==> src/rtl/dbg_pkg.sv <==
// Shared types and address constants for the debug register writer.
// The VERIFY state exists only when DBG_WR_VERIFY_EN is defined.
package dbg_pkg;

  localparam logic [1:0] SEL_RF  = 2'b00;
  localparam logic [1:0] SEL_ALU = 2'b01;
  localparam logic [1:0] SEL_CTL = 2'b11;

  localparam logic [3:0] RS_TESTA = 4'b0100;
  localparam logic [3:0] RS_PC    = 4'b1110;
  localparam logic [3:0] RS_IR    = 4'b1111;

  typedef enum logic [2:0] {
    ST_IDLE,
    ST_HALF,
    ST_FULL,
    ST_PEND
`ifdef DBG_WR_VERIFY_EN
    , ST_VERIFY
`endif
  } state_t;

  // One bit per writable target; at most one bit is ever set.
  typedef struct packed {
    logic rf;
    logic testa;
    logic pc;
    logic ir;
  } strb_t;

endpackage

==> src/rtl/dbg_addr_decode.sv <==
// dbg_addr_decode: maps the readout address {sel,reg_sel} onto a one-hot write target.
// Latency: combinational. Backpressure: none.
module dbg_addr_decode
  import dbg_pkg::*;
(
  input  logic [1:0] sel,
  input  logic [3:0] reg_sel,
  output strb_t      strb,
  output logic       valid
);

  always_comb begin
    strb = '0;
    case (sel)
      SEL_RF:  strb.rf = 1'b1;
      SEL_ALU: strb.testa = (reg_sel == RS_TESTA);
      SEL_CTL: begin
        strb.pc = (reg_sel == RS_PC);
        strb.ir = (reg_sel == RS_IR);
      end
      default: strb = '0;
    endcase
    // Offset, alu_a/b, alu_out and unused slots decode to nothing and are rejected.
    valid = |strb;
  end

endmodule

==> src/rtl/dbg_reg_writer.sv <==
// dbg_reg_writer: builds a word from two switch loads, then strobes exactly one CPU state target (readback check under DBG_WR_VERIFY_EN).
// Latency: strobe is high the cycle after PEND samples cpu_busy=0; readback compare follows two cycles later.
// Backpressure: cpu_busy holds the write in PEND; ld_byte and commit are ignored while busy.
module dbg_reg_writer
  import dbg_pkg::*;
#(
  parameter int DATA_W = 16,
  parameter int BYTE_W = 8
)
(
  input  logic              clk,
  input  logic              rst_n,
  input  logic [1:0]        sel,
  input  logic [3:0]        reg_sel,
  input  logic [BYTE_W-1:0] sw_data,
  input  logic              ld_byte,
  input  logic              commit,
  input  logic              abort,
  input  logic              cpu_busy,
  input  logic [DATA_W-1:0] reg_data,
  output logic [DATA_W-1:0] wr_data,
  output logic [3:0]        wr_addr,
  output logic              rf_we,
  output logic              testa_we,
  output logic              pc_we,
  output logic              ir_we,
  output logic              busy,
  output logic              err,
  output logic              verify_fail
);

  localparam int HI_W = DATA_W - BYTE_W;

  state_t state;
  strb_t  tgt;
  strb_t  strb;
  strb_t  dec_strb;
  logic   dec_valid;

  dbg_addr_decode u_dec (
    .sel     (sel),
    .reg_sel (reg_sel),
    .strb    (dec_strb),
    .valid   (dec_valid)
  );

`ifdef DBG_WR_VERIFY_EN
  logic vcnt;
  logic vfail;
`endif

  always_ff @(posedge clk) begin
    if (!rst_n) begin
      state   <= ST_IDLE;
      wr_data <= '0;
      wr_addr <= '0;
      tgt     <= '0;
      strb    <= '0;
      err     <= 1'b0;
`ifdef DBG_WR_VERIFY_EN
      vcnt    <= 1'b0;
      vfail   <= 1'b0;
`endif
    end else begin
      strb <= '0;
      if (abort) begin
        state   <= ST_IDLE;
        wr_data <= '0;
        err     <= 1'b0;
`ifdef DBG_WR_VERIFY_EN
        vfail   <= 1'b0;
`endif
      end else begin
        // commit outranks ld_byte in every state that looks at either.
        case (state)
          ST_IDLE: begin
            if (commit) begin
              err <= 1'b1;
            end else if (ld_byte) begin
              wr_data[BYTE_W-1:0] <= sw_data;
              state               <= ST_HALF;
            end
          end
          ST_HALF: begin
            if (commit) begin
              err <= 1'b1;
            end else if (ld_byte) begin
              wr_data[DATA_W-1:BYTE_W] <= sw_data;
              state                    <= ST_FULL;
            end
          end
          ST_FULL: begin
            if (commit) begin
              if (dec_valid) begin
                tgt     <= dec_strb;
                wr_addr <= reg_sel;
                state   <= ST_PEND;
`ifdef DBG_WR_VERIFY_EN
                vfail   <= 1'b0;
`endif
              end else begin
                err   <= 1'b1;
                state <= ST_IDLE;
              end
            end else if (ld_byte) begin
              wr_data <= {{HI_W{1'b0}}, sw_data};
              state   <= ST_HALF;
            end
          end
          ST_PEND: begin
            if (!cpu_busy) begin
              strb  <= tgt;
`ifdef DBG_WR_VERIFY_EN
              vcnt  <= 1'b0;
              state <= ST_VERIFY;
`else
              state <= ST_IDLE;
`endif
            end
          end
`ifdef DBG_WR_VERIFY_EN
          // Two cycles let the target latch the word and the readout mux settle.
          ST_VERIFY: begin
            if (!vcnt) begin
              vcnt <= 1'b1;
            end else begin
              if (reg_data != wr_data) vfail <= 1'b1;
              state <= ST_IDLE;
            end
          end
`endif
          default: state <= ST_IDLE;
        endcase
      end
    end
  end

  assign rf_we    = strb.rf;
  assign testa_we = strb.testa;
  assign pc_we    = strb.pc;
  assign ir_we    = strb.ir;

`ifdef DBG_WR_VERIFY_EN
  assign busy        = (state == ST_PEND) || (state == ST_VERIFY);
  assign verify_fail = vfail;
`else
  logic unused_reg_data;
  assign unused_reg_data = ^reg_data;
  assign busy            = (state == ST_PEND);
  assign verify_fail     = 1'b0;
`endif

endmodule

==> config.mk <==
export PLATFORM = sky130hd
export DESIGN_NAME = dbg_reg_writer
export DESIGN_NICKNAME = d
export VERILOG_FILES = /design/src/rtl/dbg_pkg.sv /design/src/rtl/dbg_addr_decode.sv /design/src/rtl/dbg_reg_writer.sv
export SDC_FILE = /design/constraint.sdc
export NUM_CORES = 1
export LEC_CHECK = 0
export ABC_AREA = 1
export CAP_MARGIN = 20
export CORE_UTILIZATION = 37
export DETAILED_ROUTE_END_ITERATION = 12
export HOLD_SLACK_MARGIN = 0.15
export MAX_ROUTING_LAYER = met4
export PLACE_DENSITY = 0.87
export SLEW_MARGIN = 20
export SYNTH_ARGS = -nofsm -noshare
export SYNTH_HDL_FRONTEND = slang
export SYNTH_SLANG_ARGS = --single-unit
==> constraint.sdc <==
create_clock -name clk -period 1.3 [get_ports clk]
set_clock_uncertainty 0.2 [all_clocks]
set_input_delay 0.26 -clock clk [delete_from_list [all_inputs] [get_ports clk]]
set_output_delay 0.26 -clock clk [all_outputs]
set_load 0.02 [all_outputs]
### Word-level counts from Yosys, hierarchy flattened

Cells that the tools add are included.

| word-level totals | value |
|---|---|
| flip-flop bits (word level) | 32 |
| input bits | 36 |
| output and inout port bits | 27 |

| operators by class | value |
|---|---|
| reduce and logical (&&, ||, !) cells | 14 |
| equal/unequal tests | 18 |
| multiplexer cells | 21 |
| bitwise operators | 3 |

Operators with widths:

| cell | count |
|---|---|
| 16-bit 2-to-1 mux | 2 |
| 8-bit one-hot mux with 2 select lines | 2 |
| 3-bit 2-to-1 mux | 6 |
| 2-bit inequality test (second input constant) | 9 |
| 8-bit 2-to-1 mux | 2 |
| 3-bit one-hot mux with 4 select lines | 1 |
| 4-bit AND reduction | 3 |
| 5-bit AND reduction | 2 |
| 4-bit equality test (second input constant) | 2 |
| 4-bit OR reduction | 2 |
| 3-bit by 2-bit equality test with 1-bit output (second input constant) | 2 |
| 2-bit nonzero test | 3 |
| 1-bit 2-to-1 mux | 5 |
| 4-bit by 3-bit equality test with 1-bit output (second input constant) | 1 |
| 2-bit 2-to-1 mux | 2 |
| 2-bit OR reduction | 2 |
| 3-bit by 1-bit equality test with 1-bit output (second input constant) | 1 |
| 3-bit logical NOT | 1 |
| 1-bit inverter | 3 |
| 2-bit by 1-bit equality test with 1-bit output (second input constant) | 1 |
| 2-bit equality test (second input constant) | 1 |
| 2-bit logical NOT | 1 |
| 2-bit by 1-bit inequality test with 1-bit output (second input constant) | 1 |
| 1-bit one-hot mux with 2 select lines | 1 |

### Longest topological paths before layout

Gate-level depths: netlist of the first run.

| depth | value |
|---|---|
| word-level depth | 6 |
| mapped depth | 8 |
| gate-level depth less buffers | 8 |

### Cells and area by module

From an unflattened synthesis of the first run, not the netlist that was laid out.

| second synthesis, totals | value |
|---|---|
| cells, all modules | 208 |
| area, all modules | 1421.4 µm² |

By module, submodules not included:

| module | seq. area each (µm²) | cells each | times used | area an instance (µm²) |
|---|---|---|---|---|
| dbg_reg_writer | 640.6 | 189 | 1 | 1340.0 |
| dbg_addr_decode | 0.0 | 19 | 1 | 81.3 |

### Worst setup path before layout of the first run

Ideal clock, no wire load.

| timing path | value |
|---|---|
| path type | reg2reg |
| start | register state[0] |
| end | register tgt[3] (netlist bit) |
| slack | -79 ps |
| required time | 986 ps |
| cell stages (with the launch flop) | 8 |
| path buffers | 1 |
| arrival | 1065 ps |
| period minus slack after synthesis | 1379 ps |
| cell sequence | dfxtp_1 nor2_4 nand2_2 buf_6 nor2_8 nand3_4 a21oi_1 nor2_1 |

| between the ends | value |
|---|---|
| word-level cells in the longest chain between the ends | 2 |

Ends and longest elaborated chain:

| element | line | source |
|---|---|---|
| start: declaration | dbg_reg_writer.sv:34 | `state_t state;` |
| start signal: assignment | dbg_reg_writer.sv:54 | `state <= ST_IDLE;` |
| start signal: assignment | dbg_reg_writer.sv:67 | `state <= ST_IDLE;` |
| start signal: assignment | dbg_reg_writer.sv:81 | `state <= ST_HALF;` |
| 3-bit by 2-bit equality test with 1-bit output | dbg_reg_writer.sv:75 | `case (state)` |
| 4-bit AND reduction (no line) | - |  |
| end signal: assignment | dbg_reg_writer.sv:95 | `tgt <= dec_strb;` |
| end: declaration | dbg_reg_writer.sv:35 | `strb_t tgt;` |

No other way between the ends.
A chain may end at the register's enable or synchronous reset.

### Worst setup path in the final report of the first run

| timing path | value |
|---|---|
| start | register state[0] |
| end | register wr_data[9] |

| between the ends | value |
|---|---|
| word-level cells in the longest chain between the ends | 3 |

Ends and longest elaborated chain:

| element | line | source |
|---|---|---|
| 3-bit by 1-bit equality test with 1-bit output / 3-bit by 2-bit equality test with 1-bit output (equally long branches) | dbg_reg_writer.sv:75 |  |
| 2-bit inequality test (no line) / 2-bit nonzero test (equally long branches) | - |  |
| 5-bit AND reduction (no line) | - |  |
| end signal: indexed assignment | dbg_reg_writer.sv:80 | `wr_data[BYTE_W-1:0] <= sw_data;` |
| end signal: indexed assignment | dbg_reg_writer.sv:88 | `wr_data[DATA_W-1:BYTE_W] <= sw_data;` |
| end signal: assignment | dbg_reg_writer.sv:106 | `wr_data <= {{HI_W{1'b0}}, sw_data};` |
| end: declaration | dbg_reg_writer.sv:21 | `output logic [DATA_W-1:0] wr_data,` |

Several ways; a longest one is shown, not always the timed one.

==> results of run 1 <==
## cells in the mapped netlist
cell	count	share of area [%]
nand2_1	34	9.2
dfxtp_1	32	46
nor2_1	31	8.4
a21oi_1	17	6.1
nand3_1	15	5.4
inv_1	13	3.5
inv_2	12	3.3
nand4_1	8	3.6
o21ai_1	8	2.9
nand2_2	2	0.90
nand3_4	2	2.5
nor2_4	2	1.6
buf_2	1	0.36
buf_4	1	0.54
buf_6	1	0.81
clkbuf_4	1	0.54
conb_1	1	0.27
nand3b_1	1	0.54
nor2_2	1	0.45
nor2_8	1	1.4
o2111ai_1	1	0.63
o31ai_1	1	0.54
## critical path, stage by stage (launching register included)
cell and delay [ns]:
dfxtp_2 0.33, buf_6 0.12, nor2_4 0.14, nand2_4 0.09, nand2_2 0.08, inv_2 0.05, nor2_4 0.21, buf_6 0.15
nand3_2 0.07, a21oi_2 0.14
## state kept, by name, summed over array words and instances, names as in the netlist
| register | count |
|---|---|
| wr_data | 16 |
| tgt | 4 |
| wr_addr | 4 |
| state | 3 |
| err | 1 |
| ir_we | 1 |
| pc_we | 1 |
| rf_we | 1 |
| testa_we | 1 |
## repair_timing
action                     CTS  global route
pin swaps                   21            17
gates resized for setup    136            43
buffers inserted             5             4
setup endpoints to repair   53            34
cloned                       0             1
## layer usage
layer	vias up	part of all wire (%)	global-route usage, %
met4	0	4.4	13.1
met1	802	40	25.5
met5	-	0	-
met3	21	6.7	7.79
met2	76	49	37.9
li1	779	-	-
## through the flow
stage / instance area, um2 / cells / total power (W)
floorplan: 1390 / 187 / 0.00111
global placement: 2120 / 306 / 0.00126
detailed placement: 2120 / 306 / 0.00126
CTS: 2250 / 319 / 0.00222
global route: 2430 / 322 / 0.00235
finish: 2430 / 322 / 0.00227
## kinds of logic (layout without fill, tap and decap cells)
family                 Yosys count  in the layout  share of synthesized area, %
AND/OR/NAND/NOR                 97             98                          34.2
flip-flops                      32             32                          46.3
buffers and inverters           29            117                          9.04
AO/OA/AOI/OAI                   27             27                          10.2
other                            1              2                         0.271
## power groups by stage
stage / logic, W / clock network, W / registers, W
2_1_floorplan: 0.0000841 / 0 / 0.00103
3_3_place_gp: 0.000243 / 0 / 0.00102
3_5_place_dp: 0.000245 / 0 / 0.00102
4_1_cts: 0.000262 / 0.000964 / 0.000996
5_1_grt: 0.000328 / 0.00102 / 0.000998
6_report: 0.000311 / 0.000959 / 0.000997
## final cells by class
cell class              count  share of cell area, %
clock inverters             3                   1.75
multi-input cells         127                   33.2
inverters                  25                   4.27
repair buffers             84                   29.0
well taps                  46                   2.37
flip-flops and latches     32                   26.6
clock buffers               5                   2.83
## path summary, 6_finish.rpt
kind	slack [ns]	end	cells past startpoint
hold reg to reg	0.23	pc_we	2
setup / recovery	-0.34	wr_data[9]	9
setup reg to reg	-0.34	wr_data[9]	9
hold / removal	0.18	tgt[2]	4
## cell usage in the layout, fill, tap and decap left out, types with 4 or more instances in the layout
master | synthesis | layout
inv_4 | 0 | 4
buf_6 | 1 | 9
clkdlybuf4s50_1 | 0 | 10
clkbuf_8 | 0 | 5
nor2_4 | 2 | 5
inv_2 | 12 | 10
dfxtp_1 | 32 | 28
nand4_1 | 8 | 8
buf_4 | 1 | 31
a21oi_2 | 0 | 8
nand3_2 | 0 | 10
nor2_2 | 1 | 5
nand2_2 | 2 | 8
dfxtp_2 | 0 | 4
o21ai_1 | 8 | 8
dlymetal6s2s_1 | 0 | 7
a21oi_1 | 17 | 9
nand3_4 | 2 | 4
buf_2 | 1 | 22
nand2_1 | 34 | 26
nor2_1 | 31 | 24
nand3_1 | 15 | 4
inv_1 | 13 | 11
==> out/qor.txt, run 1 <==
========================================================================================
DRC violation count after routing                                                      0
Largest net degree at the start of global routing                                     12
Final sum of negative setup slack                                               -6.45 ns
Net count of the finished layout                                                     311
Synthesized area per cell                                                       7.44 um2
Power per cell area                                                           933 mW/mm2
Max Root-Sink Buffers                                                                  2
R2R Path Start                                                                  state[0]
Global-route wire length before repair                                           7.04 mm
Number of warning messages in the yosys log                                            0
Die Area                                                                     0.00399 mm2
Share of the yosys chip area belonging to registers                                46.3%
Layout Utilization                                                                 70.1%
Number of I/O port buffers                                                            45
Layout-stage area growth over the synthesis result                                 75.7%
Combinational power share                                                          13.7%
Inserted Clock Buffers                                                                 5
Number of optimization iterations in the first detailed-route pass                     4
Die extent in x                                                                  63.2 um
Required time of the critical path                                               1.33 ns
Clock tree root driver cell                                                     clkbuf_8
Clock slew at reported path FFs                                                  0.07 ns
Final critical delay including setup and external delays                         1.64 ns
Area of the placeable core                                                   0.00347 mm2
Routability congestion estimate from global placement                              0.905
Initial standard-cell utilization of the core                                      39.9%
Synth Register Bits                                                                   32
Area of the multi-input gates                                                    808 um2
Clk sink count                                                                        32
Total grt overflow                                                                     0
Diodes inserted                                                                        0
Routed via count divided by cell count                                              5.21
Number of nets still failing antenna checks after routing                              0
Post-route clock period utilization                                                 126%
Vias in the first global route                                                      1571
Count of maximum capacitance violations                                                0
Portion of total power attributed to the clock network                             42.3%
I/O pin cnt                                                                           63
Endpoint arrival time on the critical path                                       1.68 ns
Switching part of the total power                                                  24.9%
Number of distinct library cells after synthesis                                      22
Startpoint-to-endpoint class of the critical path                             reg -> reg
Endpoint type of the worst setup path                                          flip-flop
Row count                                                                             21
Source-to-sink clock delay at the later pin of the worst-skew pair               0.30 ns
Status                                                                      finished with violations
Leakage power summed over all cells                                              1.15 nW
Final hold slack                                                                0.184 ns
Depth of the CTS H-tree                                                                2
Startpoint of the most critical hold path                                          rst_n
Register Area                                                                    646 um2
Cell internal pwr                                                              0.00170 W
Die span in y                                                                    63.2 um
Final number of max-transition violations                                              0
Syn Inst Count                                                                       186
CTS hold repair buffers                                                                0
Switching component of the power                                              0.000565 W
Drt initial violations                                                                96
Average routed wire per standard cell                                            15.5 um
Number of setup violations in the final report                                        29
Share of final-layout standard cells stronger than drive strength 1                48.9%
Sequential cell fraction of total power                                            44.0%
Crit Path Max Fanout                                                                   5
Total number of vias                                                                1678
Worst VDD drop                                                                0.000574 V
Antenna violations before repair                                                       0
Setup repair after global routing missed its margin                                 true
Synthesized cell area                                                        0.00138 mm2
Setup slack of the critical path after layout                                  -0.343 ns
First element of the critical path                                              state[0]
TritonCTS clock tree                                                               built
Violated checks                                                             setup timing
Total half-perimeter wirelength after legalization and detailed placement        2.59 mm
Number of filler cells placed in the layout                                          244
Hold violation total from the final report                                             0
DRT Wirelength                                                                   4.99 mm
GR Util All Layers                                                                 23.6%
Peak clock frequency supported by timing                                         609 MHz
Worst slack at placement                                                       -0.496 ns
Worst min path class                                                           in -> reg
Worst Setup Start Kind                                                         flip-flop
========================================================================================
Note: power is estimated with default switching activity, not from simulation.
==> run 2, diff against run 1 <==
--- a/config.mk
+++ b/config.mk
@@ -7,11 +7,11 @@
 export LEC_CHECK = 0
 export ABC_AREA = 1
 export CAP_MARGIN = 20
-export CORE_UTILIZATION = 37
+export CORE_UTILIZATION = 25
 export DETAILED_ROUTE_END_ITERATION = 12
 export HOLD_SLACK_MARGIN = 0.15
 export MAX_ROUTING_LAYER = met4
-export PLACE_DENSITY = 0.87
+export PLACE_DENSITY = 0.66
 export SLEW_MARGIN = 20
 export SYNTH_ARGS = -nofsm -noshare
 export SYNTH_HDL_FRONTEND = slang
==> constraint.sdc (replaced) <==
create_clock -name clk -period 1.3 [get_ports clk]
set_clock_uncertainty 0.2 [all_clocks]
set_input_delay 0.195 -clock clk [delete_from_list [all_inputs] [get_ports clk]]
set_output_delay 0.195 -clock clk [all_outputs]
set_load 0.02 [all_outputs]
==> out/qor.txt, run 2 (synthesis results as in run 1) <==
========================================================================================
Status                                                                      finished with violations
Violated checks                                                             setup timing
Antenna violations before repair                                                       0
Hold path depth                                                                        2
Vias in the first global route                                                      1277
Slack of the worst reg-to-reg path                                              -0.22 ns
R2R depth                                                                              8
Destination of the worst hold path                                                 ir_we
Leakage power summed over all cells                                              1.04 nW
DRC violation count after routing                                                      0
Depth of the CTS H-tree                                                                2
Global-route wire length before repair                                           5.87 mm
Number of nets still failing antenna checks after routing                              0
Inserted Clock Buffers                                                                 5
Initial standard-cell utilization of the core                                      26.6%
Worst min path class                                                          reg -> reg
Total grt overflow                                                                     0
Routed via count divided by cell count                                              4.21
Layout Utilization                                                                 44.1%
Area of the placeable core                                                   0.00520 mm2
Net count of the finished layout                                                     306
DRT Wirelength                                                                   3.68 mm
Diodes inserted                                                                        0
R2R Path Start                                                                  state[0]
Worst VDD drop                                                                0.000358 V
Die extent in x                                                                  76.4 um
Number of optimization iterations in the first detailed-route pass                     4
Average routed wire per standard cell                                            10.8 um
Setup slack of the critical path after layout                                  -0.222 ns
Number of I/O port buffers                                                            45
Share of final-layout standard cells stronger than drive strength 1                41.3%
Final number of max-transition violations                                              0
TritonCTS clock tree                                                               built
Clock slew at reported path FFs                                                  0.06 ns
Most flop-heavy register                                                         wr_data
Final critical delay including setup and external delays                         1.52 ns
Final sum of negative setup slack                                               -5.04 ns
Post-route clock period utilization                                                 117%
Endpoint type of the worst setup path                                          flip-flop
Startpoint-to-endpoint class of the critical path                             reg -> reg
Power per cell area                                                           959 mW/mm2
I/O pin cnt                                                                           63
Count of maximum capacitance violations                                                0
Worst Setup Start Kind                                                         flip-flop
Peak clock frequency supported by timing                                         657 MHz
Worst reg2reg endpoint                                                            tgt[3]
Crit Path Max Fanout                                                                   8
Setup repair after global routing missed its margin                                 true
CTS hold repair buffers                                                                0
Row count                                                                             26
Routability congestion estimate from global placement                              0.867
Max Root-Sink Buffers                                                                  2
Total number of vias                                                                1437
GR Util All Layers                                                                 13.3%
Highest-count cells in the layout ignoring fill and taps                    nand2_1, dfxtp_1, buf_4, nor2_1, buf_2
Drt initial violations                                                                45
Total half-perimeter wirelength after legalization and detailed placement        2.63 mm
Required time of the critical path                                               1.28 ns
Endpoint arrival time on the critical path                                       1.50 ns
Clk sink count                                                                        32
Startpoint of the most critical hold path                                         tgt[0]
Layout-stage area growth over the synthesis result                                 65.7%
Number of setup violations in the final report                                        28
Die span in y                                                                    76.4 um
Largest net degree at the start of global routing                                     12
Die Area                                                                     0.00584 mm2
Largest registers in the final layout                                       wr_data: 16 flops, tgt: 4 flops, wr_addr: 4 flops
Hold violation total from the final report                                             0
Clock tree root driver cell                                                     clkbuf_8
Flip-flop count of the largest register after layout                                  16
Source-to-sink clock delay at the later pin of the worst-skew pair               0.28 ns
========================================================================================
-- run 2: timing repair --
action	in CTS	in global routing
buffers inserted	2	1
gates resized for setup	96	38
pin swaps	15	7
cloned	2	0
endpoints found under the setup margin	57	53
-- run 2: area by class of cell --
class / instances / area [um2]
fill: 531 / 2910
multi-input combinational: 128 / 737
sequential: 32 / 644
timing repair buffer: 78 / 616
inverter: 25 / 101
tap: 70 / 87.6
clock buffer: 6 / 72.6
clock inverter: 2 / 35.0
-- run 2: worst max-delay path by stage --
stage / startpoint / to / slack, ns / depth (start not counted)
6_report: state[0] / tgt[3] / -0.22 / 8
3_3_place_gp: reg_sel[3] / tgt[3] / -0.42 / 8
3_5_place_dp: sel[0] / tgt[3] / -0.48 / 8
5_1_grt: state[0] / tgt[2] / -0.31 / 9
2_1_floorplan: state[2] / tgt[3] / -0.06 / 7
4_1_cts: state[0] / tgt[3] / -0.24 / 8
-- run 2: stage by stage --
step                setup WS (ns)  cells  power, W  hold WS (ns)  cell area [um2]
CTS                        -0.237    340   0.00221         0.229             2360
global placement           -0.420    328   0.00126         0.223             2150
detailed placement         -0.483    328   0.00126         0.221             2150
finish                     -0.222    341   0.00220         0.230             2290
floorplan                 -0.0587    187   0.00111         0.121             1390
global route               -0.306    341   0.00230         0.245             2290
-- run 2: metal layers --
layer,GRT usage (%),up-vias,wire [um]
met2,21.0,33,1750
met1,15.6,625,1700
met5,-,-,0
met3,3.59,8,140
met4,6.35,0,96
li1,-,771,-
-- run 2: worst max-delay path, cell delays in order, from the launching register on --
cell and delay [ns]:
dfxtp_2 0.32, buf_6 0.11, nor2_4 0.13, nand2_4 0.08, buf_12 0.13, nor2_8 0.15, nand3_4 0.13, a21oi_2 0.12
nor2_1 0.04
-- run 2: report_power, final --
part	internal (W)	switching (W)	leakage [nW]
clock	0.000568	0.000362	0.0552
sequential	0.000991	0.00000544	0.260
combinational	0.000135	0.000138	0.721
total	0.00169	0.000505	1.04
==> run 3, diff against run 2 <==
==> constraint.sdc (replaced) <==
create_clock -name clk -period 1.3 [get_ports clk]
set_clock_uncertainty 0.2 [all_clocks]
set_input_delay 0.39 -clock clk [delete_from_list [all_inputs] [get_ports clk]]
set_output_delay 0.39 -clock clk [all_outputs]
set_load 0.02 [all_outputs]
==> out/qor.txt, run 3 (synthesis results as in run 1) <==
========================================================================================
Largest net degree at the start of global routing                                     11
Worst Setup Start Kind                                                         flip-flop
Net count of the finished layout                                                     309
Number of I/O port buffers                                                            45
Leakage power summed over all cells                                              1.10 nW
Antenna violations before repair                                                       0
Vias in the first global route                                                      1454
Final critical delay including setup and external delays                         1.53 ns
Row count                                                                             26
Source-to-sink clock delay at the later pin of the worst-skew pair               0.28 ns
TritonCTS clock tree                                                               built
I/O pin cnt                                                                           63
DRC violation count after routing                                                      0
Slowest-stage cell, CP                                                           dfxtp_2
Peak clock frequency supported by timing                                         653 MHz
Worst path cell trace                                                       buf_6, nor2_4, nand2_4, buf_12, nor2_8, nand3_4, nand2_1, nand2_1, nor2_1
Violated checks                                                             setup timing
Area of the placeable core                                                   0.00520 mm2
Clock tree root driver cell                                                     clkbuf_8
Count of maximum capacitance violations                                                0
Clk sink count                                                                        32
Routed via count divided by cell count                                              4.36
Placed cell count                                                                    330
Initial standard-cell utilization of the core                                      26.6%
Number of nets still failing antenna checks after routing                              0
R2R Path Start                                                                  state[2]
Total grt overflow                                                                     0
Depth of the CTS H-tree                                                                2
Flip-flop count of the largest register after layout                                  16
Most Frequent Cell on Critical Path                                              nand2_1
Drt initial violations                                                               103
Total half-perimeter wirelength after legalization and detailed placement        2.73 mm
Number of optimization iterations in the first detailed-route pass                     4
Required time of the critical path                                               1.32 ns
Inserted Clock Buffers                                                                 5
Average routed wire per standard cell                                            11.6 um
First element of the critical path                                              state[2]
Commonest non-fill, non-tap cell in the layout                                     buf_6
Worst min path class                                                          reg -> reg
Startpoint-to-endpoint class of the critical path                             reg -> reg
Final sum of negative setup slack                                               -5.78 ns
Largest registers in the final layout                                       wr_data: 16 flops, tgt: 4 flops, wr_addr: 4 flops
Hold violation total from the final report                                             0
Number of setup violations in the final report                                        57
Final number of max-transition violations                                              0
Die Area                                                                     0.00584 mm2
Power per cell area                                                           795 mW/mm2
Crit Path Max Fanout                                                                   8
Diodes inserted                                                                        0
Slack of the worst reg-to-reg path                                              -0.23 ns
GR Util All Layers                                                                 14.7%
Setup repair after global routing missed its margin                                 true
Total number of vias                                                                1496
Post-route clock period utilization                                                 118%
Stage delay of the slowest cell on the critical path                             0.33 ns
Endpoint arrival time on the critical path                                       1.55 ns
Status                                                                      finished with violations
Die span in y                                                                    76.4 um
Die extent in x                                                                  76.4 um
Highest-count cells in the layout ignoring fill and taps                    buf_6, nand2_1, dfxtp_2, buf_4, nor2_1
Most flop-heavy register                                                         wr_data
Endpoint type of the worst setup path                                          flip-flop
Share of final-layout standard cells stronger than drive strength 1                54.2%
Clock slew at reported path FFs                                                  0.06 ns
Routability congestion estimate from global placement                              0.912
Global-route wire length before repair                                           6.49 mm
Number of filler cells placed in the layout                                          501
Startpoint of the most critical hold path                                         tgt[0]
DRT Wirelength                                                                   3.99 mm
Worst VDD drop                                                                0.000343 V
Layout-stage area growth over the synthesis result                                 81.9%
Max Root-Sink Buffers                                                                  2
Setup slack of the critical path after layout                                  -0.232 ns
Post-layout instance count excluding filler cells                                    343
Worst slack at placement                                                       -0.678 ns
========================================================================================
run 3: what timing repair did:
item                       4_1_cts  5_1_grt
pin swaps                       17       12
hold buffers                     0        0
gates resized for setup        227       13
buffers inserted                 2        1
cloned                           3        0
setup endpoints to repair       57       57
run 3: layout make-up:
class / instances / area (um2) / share of cell area, %
timing repair buffer: 80 / 800 / 31.8
multi-input combinational: 129 / 778 / 30.9
sequential: 32 / 676 / 26.8
inverter: 25 / 98.8 / 3.93
tap: 70 / 87.6 / 3.48
clock buffer: 6 / 72.6 / 2.88
clock inverter: 1 / 5.00 / 0.199
run 3: power by group:
group          internal, W  switching (W)  leakage [nW]
registers         0.000993     0.00000783         0.272
clock network     0.000363       0.000338        0.0410
logic             0.000147       0.000153         0.786
run 3: stage by stage:
stage	instance area, um2	power [W]	utilization (%)	hold WS (ns)
2_1_floorplan	1400	0.00112	-	0.209
3_3_place_gp	2180	0.00127	41.9	0.222
3_5_place_dp	2180	0.00128	41.9	0.219
6_report	2520	0.00200	48.4	0.220
4_1_cts	2480	0.00201	47.6	0.222
5_1_grt	2520	0.00208	48.4	0.240
run 3: worst paths after layout:
check,cells after the start,endpoint
max,9,tgt[2]
max reg2reg,9,tgt[2]
min reg2reg,2,ir_we
min,2,ir_we
run 3: critical path: cells and delay by family (launching register included):
kind | cells | cell delay (ns)
AND/OR/NAND/NOR | 7 | 0.69
flip-flops | 1 | 0.33
buffers and inverters | 2 | 0.24
run 3: routing by layer:
layer | routed length, um | global-route usage, %
met5 | 0 | -
met4 | 161 | 10.0
met3 | 167 | 3.83
met2 | 1950 | 23.7
met1 | 1710 | 15.8
